## src/rtl/mem_port_arbiter.sv

```systemverilog
// mem_port_arbiter: shares one single-port memory between fetch and data ports,
// one transaction at a time, with a response watchdog.
module mem_port_arbiter #(
  parameter int ADDR_WIDTH     = 32,
  parameter int DATA_WIDTH     = 32,
  parameter int TIMEOUT_CYCLES = 64
) (
  input  logic                    clk_i,
  input  logic                    rst_ni,
  input  logic                    if_req_i,
  input  logic [ADDR_WIDTH-1:0]   if_addr_i,
  output logic                    if_ack_o,
  output logic [DATA_WIDTH-1:0]   if_rdata_o,
  input  logic                    d_req_i,
  input  logic                    d_we_i,
  input  logic [DATA_WIDTH/8-1:0] d_be_i,
  input  logic [ADDR_WIDTH-1:0]   d_addr_i,
  input  logic [DATA_WIDTH-1:0]   d_wdata_i,
  output logic                    d_ack_o,
  output logic [DATA_WIDTH-1:0]   d_rdata_o,
  output logic                    err_o,
  output logic                    stall_o,
  output logic                    mem_req_o,
  output logic                    mem_we_o,
  output logic [DATA_WIDTH/8-1:0] mem_be_o,
  output logic [ADDR_WIDTH-1:0]   mem_addr_o,
  output logic [DATA_WIDTH-1:0]   mem_wdata_o,
  input  logic                    mem_gnt_i,
  input  logic                    mem_rvalid_i,
  input  logic [DATA_WIDTH-1:0]   mem_rdata_i
);
  localparam int CW = $clog2(TIMEOUT_CYCLES);
  typedef enum logic [1:0] {IDLE, REQ, RESP, ACK} state_t;
  state_t state, state_n;
  logic [CW-1:0] cnt;
  logic last_data, owner_data, pick_data, done, timeout;
  logic [DATA_WIDTH-1:0] ack_data;
  always_comb begin
    pick_data = d_req_i & (~if_req_i | ~last_data);
    done      = (state == REQ & mem_gnt_i & mem_we_o) | (state == RESP & mem_rvalid_i);
    // a read granted in the last allowed cycle cannot finish in time and is aborted too
    timeout   = (state == REQ | state == RESP) & (cnt == CW'(TIMEOUT_CYCLES - 1)) & ~done;
    ack_data  = (state == RESP & mem_rvalid_i) ? mem_rdata_i : '0;
    state_n   = timeout        ? ACK :
                state == IDLE  ? ((if_req_i | d_req_i) ? REQ : IDLE) :
                state == REQ   ? (mem_gnt_i ? (mem_we_o ? ACK : RESP) : REQ) :
                state == RESP  ? (mem_rvalid_i ? ACK : RESP) : IDLE;
    stall_o   = (if_req_i & ~if_ack_o) | (d_req_i & ~d_ack_o);
  end
  always_ff @(posedge clk_i or negedge rst_ni)
    if (!rst_ni) begin
      state       <= IDLE;
      cnt         <= '0;
      last_data   <= 1'b0;
      owner_data  <= 1'b0;
      if_ack_o    <= 1'b0;
      d_ack_o     <= 1'b0;
      err_o       <= 1'b0;
      if_rdata_o  <= '0;
      d_rdata_o   <= '0;
      mem_req_o   <= 1'b0;
      mem_we_o    <= 1'b0;
      mem_be_o    <= '0;
      mem_addr_o  <= '0;
      mem_wdata_o <= '0;
    end else begin
      state     <= state_n;
      cnt       <= (state == IDLE) ? '0 : cnt + 1'b1;
      mem_req_o <= state_n == REQ;
      if_ack_o  <= state_n == ACK & ~owner_data;
      d_ack_o   <= state_n == ACK & owner_data;
      err_o     <= timeout;
      if (state == IDLE & state_n == REQ) begin
        owner_data  <= pick_data;
        last_data   <= pick_data;
        mem_we_o    <= pick_data & d_we_i;
        mem_be_o    <= pick_data ? d_be_i : '1;
        mem_addr_o  <= pick_data ? d_addr_i : if_addr_i;
        mem_wdata_o <= pick_data ? d_wdata_i : '0;
      end
      if (state_n == ACK & ~owner_data) if_rdata_o <= ack_data;
      if (state_n == ACK & owner_data) d_rdata_o <= ack_data;
    end
endmodule

```

## config.mk

```make
export PLATFORM = sky130hd
export DESIGN_NAME = mem_port_arbiter
export DESIGN_NICKNAME = d
export VERILOG_FILES = /design/src/rtl/mem_port_arbiter.sv
export SDC_FILE = /design/constraint.sdc
export NUM_CORES = 1
export LEC_CHECK = 0
export ABC_AREA = 1
export BUFFER_PORTS_ARGS = -buffer_cell sky130_fd_sc_hd__buf_2
export CAP_MARGIN = 20
export CORE_ASPECT_RATIO = 1.5
export CORE_UTILIZATION = 45
export CTS_CLUSTER_SIZE = 20
export DETAILED_ROUTE_END_ITERATION = 7
export PLACE_DENSITY = 0.89
export SLEW_MARGIN = 20
export SYNTH_ARGS = -nofsm -noshare
export SYNTH_HDL_FRONTEND = slang
export SYNTH_SLANG_ARGS = --single-unit
```

## constraint.sdc

```tcl
create_clock -name clk_i -period 1.8 [get_ports clk_i]
set_clock_uncertainty 0.2 [all_clocks]
set_input_delay 0.18 -clock clk_i [delete_from_list [all_inputs] [get_ports clk_i]]
set_output_delay 0.18 -clock clk_i [all_outputs]
set_load 0.005 [all_outputs]
```

# After elaboration in Yosys (flattened, before gate mapping)
# Index checks and enable logic that the tools add are counted.
# op_classes
n_eq_ne	5
addsub	1
reduce_logical	1
bitwise_logic	22
n_mux	13
# ops
op	count
32-bit two-way mux	3
1-bit AND	12
2-bit two-way mux	5
6-bit by 1-bit adder with 6-bit output (second input constant)	1
6-bit equality test (second input constant)	1
6-bit two-way mux	1
1-bit NOT	5
1-bit OR	5
2-bit by 1-bit equality test with 1-bit output (second input constant)	2
2-bit equality test (second input constant)	2
4-bit two-way mux	1
1-bit two-way mux	3
2-bit zero test	1
# word_totals
output_inout_bits	138
reg_bits	146
elab_cells	55
inputBits	139

# Logic depth before layout (Yosys ltp)
# Gate-level depths: netlist of the first run.
# logic_depth
ltp_word	9
mapped_depth	12
depth_no_buf	11

# Worst setup path before layout of the first run
# Ideal clock, no wire load.
# synth_path
path_kind	register -> register
startpoint	register state[0]
endpoint	register d_rdata_o[10]
synth_period_minus_slack_ns	1.795
setup_slack_ns	0.005
setup_ns	0.117
stages_incl_launch_ff	13
arrival_time_ns	1.477
required_time_ns	1.483
path_buffers	2
cell_sequence	dfrtp_1 > inv_1 > ha_1 > nand2_2 > nand2_1 > nand2_1 > nand2_1 > nand2_1 > nand2_2 > buf_6 > buf_6 > nand4_1 > nand2_1
# synth_via
elab_chain_len	9
elab_cells_between_ends	18
cone_classes	eq/ne (3); mux (5); bitwise (9); reduce/logical (1)
# synth_lines
item	line	rtl
start: declaration	34	state_t state, state_n;
start signal: assignment	67	state <= state_n;
2-bit by 1-bit equality test with 1-bit output	40, 42, 46	
1-bit AND (2 in series)	40	done = (state == REQ & mem_gnt_i & mem_we_o) | (state == RESP & mem_rvalid_i);
1-bit OR	40	
1-bit NOT	42	timeout = (state == REQ | state == RESP) & (cnt == CW'(TIMEOUT_CYCLES - 1)) & ~done;
1-bit AND	42	
2-bit two-way mux	44	state_n = timeout ? ACK :
2-bit equality test	82	if (state_n == ACK & owner_data) d_rdata_o <= ack_data;
1-bit AND	82	
end signal: assignment	82	
end: declaration	20	output logic [DATA_WIDTH-1:0] d_rdata_o,
# Parallel ways exist; a longest one is shown, timed or not.
# A chain may end at the register's enable or synchronous reset.

# Worst setup path after layout of the first run
# layout_path
startpoint	register state[0]
endpoint	register d_rdata_o[18]
# Same word-level chain as after synthesis.

==> results of run 1 <==
## final timing paths
path	startpoint	to	slack, ps	cells after the start
max	state[0]$_DFF_PN0_	d_rdata_o[18]$_DFFE_PN0P_	-250	10
min	rst_ni	d_rdata_o[10]$_DFFE_PN0P_	60	2
max reg2reg	state[0]$_DFF_PN0_	d_rdata_o[18]$_DFFE_PN0P_	-250	10
max in group asynchronous	rst_ni	if_rdata_o[16]$_DFFE_PN0P_	720	3
min in group clk_i	mem_gnt_i	mem_req_o$_DFF_PN0_	180	7
min reg2reg	d_rdata_o[5]$_DFFE_PN0P_	d_rdata_o[5]$_DFFE_PN0P_	270	2
## logic make-up (layout without fill, tap and decap cells)
| group | Yosys count | count (layout) | synth area share (%) |
|---|---|---|---|
| and+or+nand+nor | 602 | 602 | 37.4 |
| buffers and inverters | 153 | 595 | 10.1 |
| DFF | 146 | 146 | 51.3 |
| AOI/OAI and AO/OA | 7 | 7 | 0.509 |
| adders and majority gates | 4 | 4 | 0.703 |
| other | 0 | 1 | 0 |
## per-layer routing
metal  track usage (%)  vias to the layer above  part of all wire, %
met4              19.6                        0                  6.3
met3              5.60                      169                  8.0
met2              57.9                      662                   52
met5                 0                        -                    0
met1              34.6                     4014                   34
li1                  -                     3786                    -
## cells in the final DEF, fill, tap and decap left out, drive strengths merged
cell and n:
nor2 74, nand4 135, dlygate4sd3 134, or2 4, buf 334, o21ai 3, a21oi 3, ha 4
clkbuf 29, diode 1, nand3 12, dfrtp 146, inv 91, nand2 377, o22ai 1, clkinvlp 1
clkinv 6
## layout make-up
| class | count | area, um^2 | share of cell area [%] |
|---|---|---|---|
| timing repair buffer | 479 | 3730 | 32.4 |
| sequential | 146 | 3650 | 31.7 |
| multi-input combinational | 613 | 3000 | 26.0 |
| clock buffer | 18 | 439 | 3.81 |
| inverter | 84 | 318 | 2.76 |
| tap | 203 | 254 | 2.21 |
| clock inverter | 14 | 121 | 1.05 |
| antenna | 1 | 2.50 | 0.0217 |
## stage by stage
step | worst slack [ps] | area (um^2) | instances
floorplan | 5.36 | 7120 | 912
global placement | -192 | 8790 | 1360
detailed placement | -205 | 8790 | 1360
CTS | -163 | 11100 | 1544
global route | -332 | 11500 | 1558
finish | -246 | 11500 | 1558
## where the power goes
part           switching, mW  internal [mW]  total (mW)
combinational           5.76           4.32        10.1
clock                   1.54           1.85        3.39
sequential             0.782           4.44        5.23
## registers in the layout, indices dropped and copies added (netlist names)
name,cells
d_rdata_o,32
if_rdata_o,32
mem_addr_o,32
mem_wdata_o,32
cnt,6
mem_be_o,4
state,2
d_ack_o,1
err_o,1
if_ack_o,1
mem_req_o,1
mem_we_o,1
owner_data,1
## what timing repair did
| item | 4_1_cts | 5_1_grt |
|---|---|---|
| cloned | 5 | 13 |
| hold endpoints to repair | 279 | 0 |
| setup buffers | 15 | 4 |
| hold buffers | 134 | 0 |
| pin swaps | 6 | 10 |
| resized for setup | 50 | 50 |
| endpoints found under the setup margin | 136 | 138 |
==> impl_metrics.csv, run 1 <==
group,metric,value,unit
grt,gr-total-overflow,0,
worst_hold_path,hold_class,"in -> async",
flow_run,drv_cap,0,
sta,setup_slack,-246,ps
critical_path,required,1900,ps
die,rows,56,
drt,drtAntennaViolNets,0,
final_layout,nets,1484,
status,violations,"setup timing",
grt,grt_antenna_before_repair,1,
die,core_area,0.0156,mm^2
grt,grt_first_pass_wirelength,41.4,mm
critical_path,path_class,"reg -> reg",
critical_path,crit_fanout,9,
die,pin_count,277,
drt,wl_per_cell,18.4,um
drt,first_pass_iters,5,
final_layout,final_core_util,74.0,%
synthesis,syn_area_per_cell,7.81,um^2
grt,grt_pass1_vias,8581,
die,fp.dieW,105,um
critical_path,slowest_stage,"dfrtp_1",
sta,fin_crit_sh,114,%
final_layout,drive_gt1_share,33.5,%
sta,min_period,2050,ps
drt,drc,0,
synthesis,yosysTopAreaCellShare,51.3,%
synthesis,ys_seq_elements,146,
drt,detailedRoute.firstIterationViolations,798,
placed_design,gp_congestion,0.832,
placed_design,hpwl,14.0,mm
critical_path,cpLargestDelayFamily,"simple AND/OR/NAND/NOR gates",
final_layout,areaGrowthSynthToFinish,61.6,%
synthesis,ys_types,24,
drt,dr_total_vias,8631,
sta,setup_viol,135,
grt,grt_usage,32.0,%
clock_tree,clk_pin_slew,70,ps
die,initial_utilization,45.8,%
clock_tree,cts-buffers-inserted,17,
synthesis,synth_edf_count,0,
synthesis,synth_warnings,0,
synthesis,yosysTopAreaCell,"dfrtp_1",
drt,wl,28.6,mm
critical_path,cp.arrival,2140,ps
pwr,p_leak,6.69,nW
critical_path,path_cells,"inv_2, ha_4, nand2_4, nor2_2, nand3_2, nand2_4, nand3_4, buf_12, nand2_1, nand2_1",
synthesis,syn_area,0.00712,mm^2
synthesis,mappedNetlistNets,1055,
die,fp.dieH,156,um
sta,worst_slew_pin_slew,451,ps
sta,drv_slew,0,
pwr,powerDensity,1620,mW/mm^2
placed_design,io_buffers,276,
critical_path,crit_buf_inv,2,
final_layout,fillers,1018,
sta,relSlewSlack,69.9,%
pwr,finalPower,18.7,mW
critical_path,cpPeakStageDelay,390,ps
sta,fin_setup_tns,-22890,ps
sta,max_freq,489,MHz
clock_tree,clockBufferDepth,2,
clock_tree,clk_latency,420,ps
synthesis,async_reset_ff_share,100,%
clock_tree,cts_tree,"done",
status,outcome,"complete, but fails checks",
critical_path,critPathCaptureType,"register",
synthesis,yosysMostFrequentCell,"nand2_1",
sta,finalHoldViolations,0,
synthesis,ys.flop_type,"dfrtp_1",
synthesis,yosysSeqAreaShare,51.3,%
sta,rsz0062_at_grt,"yes",
synthesis,synthTopCellsByArea,"dfrtp_1, nand2_1, nand4_1",
synthesis,syn_inst,912,
synthesis,synthTopCellsByCount,"nand2_1, dfrtp_1, nand4_1",
clock_tree,cts_max_level,4,
critical_path,start_kind,"register",
die,dieArea,0.0163,mm^2
clock_tree,cts_sinks,146,
sta,hold_ws,63.9,ps
grt,grt_start_max_net_pins,52,
drt,via_per_inst,5.54,
pwr,vdd_ir_drop_max,1140,uV
clock_tree,clockRootBuffer,"clkbuf_16",
No activity file was read; power rests on OpenSTA's default activity.
==> run 2, diff against run 1 <==
--- a/config.mk
+++ b/config.mk
@@ -6,13 +6,15 @@
 export NUM_CORES = 1
 export LEC_CHECK = 0
 export ABC_AREA = 1
-export BUFFER_PORTS_ARGS = -buffer_cell sky130_fd_sc_hd__buf_2
+export BUFFER_PORTS_ARGS = -buffer_cell sky130_fd_sc_hd__buf_4
 export CAP_MARGIN = 20
 export CORE_ASPECT_RATIO = 1.5
+export CORE_MARGIN = 2
 export CORE_UTILIZATION = 45
 export CTS_CLUSTER_SIZE = 20
 export DETAILED_ROUTE_END_ITERATION = 7
 export PLACE_DENSITY = 0.89
+export SETUP_SLACK_MARGIN = 0.02
 export SLEW_MARGIN = 20
 export SYNTH_ARGS = -nofsm -noshare
 export SYNTH_HDL_FRONTEND = slang
==> run 2 against run 1 <==
  * The flow still finishes with violations (setup timing)
  * Hold slack improved by 2.4 ps
  * Sequential power rose by 4.4%
  * Cell count up 0.64%
  * Register-to-register slack got worse by 130 ps
  * Critical path depth increased by 3
  * Sequential cell count unchanged
  * Clock power rose by 2%
  * Critical path type unchanged
  * Largest power group unchanged
==> impl_metrics.csv, run 2 (synthesized netlist as in run 1, its figures left out) <==
group,metric,value,unit
grt,grt_first_pass_wirelength,42.7,mm
final_layout,drive_gt1_share,37.5,%
clock_tree,clk_pin_slew,60,ps
sta,setup_viol,138,
placed_design,gp_congestion,0.810,
sta,hold_ws,66.3,ps
final_layout,layout.cells.non_filler,1568,
final_layout,areaGrowthSynthToFinish,77.0,%
die,fp.dieW,107,um
placed_design,io_buffers,276,
die,fp.dieH,158,um
drt,drtAntennaViolNets,0,
critical_path,cp-startpoint,"state[1]$_DFF_PN0_",
die,dieArea,0.0169,mm^2
critical_path,crit_fanout,7,
critical_path,crit_cells,13,
pwr,powerDensity,1650,mW/mm^2
critical_path,rr_worst_depth,13,
clock_tree,cts_sinks,146,
drt,wl,31.2,mm
final_layout,layout_commonest_cell,"buf_4",
drt,dr_total_vias,8847,
status,outcome,"complete, but fails checks",
pwr,p_leak,6.97,nW
sta,finalHoldViolations,0,
critical_path,r2r-start,"state[1]$_DFF_PN0_",
drt,drc,0,
sta,relSlewSlack,66.8,%
critical_path,r2r_slack,-380,ps
status,violations,"setup timing",
critical_path,start_kind,"register",
sta,setup_slack,-380,ps
drt,detailedRoute.firstIterationViolations,918,
critical_path,cpLargestDelayFamily,"buffers and inverters",
die,initial_utilization,45.8,%
clock_tree,cts_max_level,4,
critical_path,critPathCaptureType,"register",
critical_path,path_cells,"inv_2, ha_4, nand2_4, inv_4, nand3_4, nor2_4, nor2_4, buf_6, nand3_4, clkbuf_16, clkbuf_16, nand2_2, nand2_1",
clock_tree,clk_latency,410,ps
critical_path,cpPeakStageDelay,410,ps
sta,rsz0062_at_grt,"yes",
placed_design,placedCellCount,1372,
sta,max_freq,459,MHz
sta,worst_slew_pin_slew,498,ps
flow_run,drv_cap,0,
clock_tree,clockRootBuffer,"clkbuf_16",
sta,drv_slew,0,
final_layout,antenna_cells,0,
clock_tree,cts_tree,"done",
critical_path,crit_buf_inv,5,
critical_path,cp.arrival,2280,ps
die,core_area,0.0156,mm^2
critical_path,path_class,"reg -> reg",
clock_tree,cts-buffers-inserted,17,
final_layout,nets,1496,
drt,via_per_inst,5.64,
worst_hold_path,hold_class,"in -> async",
drt,wl_per_cell,19.9,um
placed_design,hpwl,14.8,mm
pwr,vdd_ir_drop_max,1060,uV
die,rows,56,
critical_path,required,1900,ps
sta,min_period,2180,ps
grt,grt_usage,32.2,%
grt,gr-total-overflow,0,
grt,grt_antenna_before_repair,0,
grt,grt_start_max_net_pins,55,
final_layout,mostFrequentLayoutCells,"buf_4, nand2_1, dfrtp_1, nand4_1, dlygate4sd3_1",
die,pin_count,277,
grt,grt_pass1_vias,8444,
drt,first_pass_iters,7,
critical_path,slowest_stage,"dfrtp_1",
clock_tree,clockBufferDepth,2,
sta,fin_crit_sh,121,%
## run 2: cell count changes in the layout (fill, tap and decap cells not counted), sizes merged
cell / before / now
bufbuf: 0 / 1
clkinvlp: 1 / 4
clkbuf: 29 / 28
bufinv: 0 / 1
clkinv: 6 / 3
inv: 91 / 88
diode: 1 / 0
buf: 334 / 347
## run 2: per-layer routing
layer | GRT usage, % | wire, um | up-vias
met4 | 18.1 | 1970 | 0
met1 | 36.7 | 10600 | 4150
met5 | 0 | 0 | -
li1 | - | - | 3798
met3 | 7.29 | 2670 | 184
met2 | 55.7 | 16000 | 715
## run 2: path summary, 6_finish.rpt
kind	endpoint
max	mem_addr_o[18]$_DFFE_PN0P_
min	if_rdata_o[4]$_DFFE_PN0P_
max reg2reg	mem_addr_o[18]$_DFFE_PN0P_
min reg2reg	if_rdata_o[7]$_DFFE_PN0P_
max in group asynchronous	mem_wdata_o[3]$_DFFE_PN0P_
min in group clk_i	err_o$_DFF_PN0_
## run 2: timing repair
item,CTS,global route
buffers inserted,7,9
endpoints found under the hold margin,279,0
gates cloned,3,12
gates resized for setup,23,143
pin swaps,5,8
setup endpoints to repair,137,138
hold buffers,134,0
## run 2: report_power, final
group / switching [mW] / total, mW / internal, mW
logic: 6.33 / 11.8 / 5.51
clock network: 1.46 / 3.46 / 2.00
registers: 1.01 / 5.46 / 4.45
## run 2: area by class of cell
type | instances | area (um^2)
clock buffers | 19 | 453
multi-input cells | 613 | 3260
repair buffers | 491 | 4550
inverters | 84 | 320
well taps | 203 | 254
fillers | 838 | 2950
clock inverters | 12 | 121
flip-flops and latches | 146 | 3650
## run 2: stage by stage
| step | total power, mW | instance area (um^2) | setup slack, ps | setup TNS, ps | utilization, % |
|---|---|---|---|---|---|
| global placement | 13.0 | 9630 | -145 | -15260 | 61.9 |
| floorplan | 9.43 | 7130 | 12.4 | 0 | - |
| CTS | 17.6 | 11800 | -209 | -21430 | 75.7 |
| finish | 20.8 | 12600 | -380 | -38810 | 81.0 |
| global route | 21.6 | 12600 | -444 | -49020 | 81.0 |
| detailed placement | 13.3 | 9630 | -207 | -22470 | 61.9 |
==> run 3, diff against run 2 <==
--- a/config.mk
+++ b/config.mk
@@ -5,15 +5,15 @@
 export SDC_FILE = /design/constraint.sdc
 export NUM_CORES = 1
 export LEC_CHECK = 0
-export ABC_AREA = 1
+export ABC_AREA = 0
 export BUFFER_PORTS_ARGS = -buffer_cell sky130_fd_sc_hd__buf_4
 export CAP_MARGIN = 20
 export CORE_ASPECT_RATIO = 1.5
 export CORE_MARGIN = 2
-export CORE_UTILIZATION = 45
+export CORE_UTILIZATION = 43
 export CTS_CLUSTER_SIZE = 20
 export DETAILED_ROUTE_END_ITERATION = 7
-export PLACE_DENSITY = 0.89
+export PLACE_DENSITY = 0.87
 export SETUP_SLACK_MARGIN = 0.02
 export SLEW_MARGIN = 20
 export SYNTH_ARGS = -nofsm -noshare
==> run 3 against run 2 <==
  * The flow still finishes with violations (setup timing)
  * Non-clock buffer count decreased by 7
  * Count of clock-buffer cells in the layout increased by 1
  * Critical path depth decreased by 4
  * Total power decreased by 6.9%
  * Synthesized cell count decreased by 46%
  * Setup slack got worse by 350 ps
  * Global-route usage decreased by 0.83 points
  * Utilization increased by 4.9 points
  * Via count decreased by 28%
  * Die area decreased by 6.0%
  * Fmax decreased by 14%
  * First-iteration DRC count decreased by 68%
==> impl_metrics.csv, run 3 <==
group,metric,value,unit
sta,relSlewSlack,33.4,%
sta,min_period,2530,ps
drt,first_pass_iters,5,
drt,wl_per_cell,24.6,um
critical_path,crit_fanout,7,
synthesis,synth_warnings,0,
critical_path,r2r_slack,-730,ps
final_layout,areaGrowthSynthToFinish,95.6,%
pwr,powerDensity,1550,mW/mm^2
worst_hold_path,hold_class,"in -> reg",
synthesis,yosysTopAreaCellShare,57.2,%
synthesis,synth_edf_count,0,
status,outcome,"complete, but fails checks",
die,core_area,0.0145,mm^2
synthesis,yosysSeqAreaShare,57.2,%
critical_path,rr_worst_depth,9,
grt,grt_usage,31.4,%
flow_run,drv_cap,0,
die,fp.dieW,104,um
pwr,vdd_ir_drop_max,1020,uV
final_layout,layout_commonest_cell,"buf_4",
clock_tree,holdBufCountCts,132,
die,rows,54,
sta,rsz0062_at_grt,"yes",
critical_path,start_kind,"register",
drt,dr_total_vias,6401,
placed_design,hpwl,13.1,mm
die,fp.dieH,153,um
synthesis,syn_area_per_cell,12.9,um^2
synthesis,syn_inst,496,
critical_path,cp.arrival,2620,ps
placed_design,gp_congestion,0.819,
critical_path,critPathCaptureType,"register",
placed_design,place_ws,-642,ps
worst_hold_path,min_path_cells,3,
pwr,p_leak,6.13,nW
synthesis,synthTopCellsByCount,"dfrtp_1, mux2_1, mux2_2",
sta,worst_slew_pin_slew,999,ps
placed_design,place_area,0.00915,mm^2
clock_tree,cts_tree,"done",
status,violations,"setup timing",
sta,max_freq,395,MHz
clock_tree,cts_sinks,146,
synthesis,ys_types,32,
grt,grt_pass1_vias,6855,
pwr,finalPower,19.3,mW
sta,setup_slack,-733,ps
clock_tree,cts_max_level,4,
synthesis,syn_area,0.00639,mm^2
clock_tree,clk_pin_slew,70,ps
sta,fin_setup_tns,-88660,ps
clock_tree,cts-buffers-inserted,17,
synthesis,synthTopCellsByArea,"dfrtp_1, mux2_1, mux2_2",
final_layout,antenna_cells,0,
final_layout,mostFrequentLayoutCells,"buf_4, dfrtp_1, dlygate4sd3_1, mux2_4, nand2_1",
grt,grt_antenna_before_repair,0,
drt,drc,0,
grt,gr-total-overflow,0,
final_layout,nets,1104,
grt,grt_start_max_net_pins,67,
drt,drtAntennaViolNets,0,
drt,via_per_inst,5.47,
synthesis,yosysTopAreaCell,"dfrtp_1",
grt,grt_first_pass_wirelength,38.6,mm
synthesis,mappedNetlistNets,639,
die,dieArea,0.0159,mm^2
critical_path,required,1890,ps
synthesis,ys_seq_elements,146,
final_layout,design_area,0.0125,mm^2
sta,fin_crit_sh,141,%
clock_tree,clockBufferDepth,2,
clock_tree,clk_latency,410,ps
sta,drv_slew,0,
final_layout,drive_gt1_share,60.9,%
synthesis,async_reset_ff_share,100,%
synthesis,ys.flop_type,"dfrtp_1",
sta,setup_viol,139,
die,pin_count,277,
critical_path,path_class,"reg -> reg",
drt,wl,28.8,mm
synthesis,yosysMostFrequentCell,"dfrtp_1",
placed_design,io_buffers,276,
sta,finalHoldViolations,0,
drt,detailedRoute.firstIterationViolations,295,
clock_tree,clockRootBuffer,"clkbuf_16",
die,initial_utilization,44.0,%
==> run 3: path summary, 6_finish.rpt <==
kind	startpoint	to
worst max-delay path	state[0]$_DFF_PN0_	if_rdata_o[4]$_DFFE_PN0P_
worst min-delay path	mem_rdata_i[23]	if_rdata_o[23]$_DFFE_PN0P_
worst max register to register	state[0]$_DFF_PN0_	if_rdata_o[4]$_DFFE_PN0P_
worst min register to register	mem_addr_o[4]$_DFFE_PN0P_	mem_addr_o[4]$_DFFE_PN0P_
max in group asynchronous	rst_ni	cnt[5]$_DFF_PN0_
min in group asynchronous	rst_ni	d_rdata_o[10]$_DFFE_PN0P_
==> run 3: layer usage <==
metal | global-route usage [%] | vias to the layer above | wire [um]
met2 | 57.7 | 363 | 15900
met4 | 14.9 | 0 | 1410
met1 | 33.7 | 3214 | 9780
met3 | 7.51 | 106 | 1770
met5 | 0 | - | 0
li1 | - | 2718 | -
==> run 3: cells by family after synthesis <==
logic type / share of synthesized area, %
adder cells (fa/ha/maj): 0.784
multiplexers: 23.5
AND/OR/NAND/NOR: 7.56
AO/OA/AOI/OAI: 7.29
XOR/XNOR: 0.549
buffers and inverters: 3.15
flip-flops: 57.2
==> run 3: cell type report <==
cell class	instances	area, um^2
clock inverters	12	148
inverters	6	27.5
well taps	196	245
fillers	623	2040
repair buffers	484	4470
flip-flops and latches	146	3660
multi-input cells	306	3510
clock buffers	20	437
==> run 3: metrics by stage <==
stage	instances	utilization, %	hold WS [ps]
finish	1170	86.0	17.9
global route	1170	86.0	23.6
CTS	1152	79.2	-40.2
detailed placement	969	63.0	-66.8
global placement	969	63.0	-61.9
floorplan	496	-	-316
==> run 3: what timing repair did <==
item / 4_1_cts / 5_1_grt
hold endpoints to repair: 272 / 1
cloned: 8 / 8
resized for setup: 35 / 195
pin swaps: 4 / 20
setup endpoints to repair: 137 / 139
buffers inserted: 11 / 13
==> run 3: power by group <==
part / switching [mW] / internal [mW]
sequential: 0.866 / 4.29
clock: 1.57 / 2.08
combinational: 4.65 / 5.88
total: 7.08 / 12.2
==> run 3: worst max-delay path, cell delays in order (launching register included) <==
cell and delay, ps:
dfrtp_2 440, inv_4 80, ha_4 170, and2_4 180, nor4_4 300, or2_1 180
and3b_2 280, buf_6 140, buf_12 140, mux2_4 320
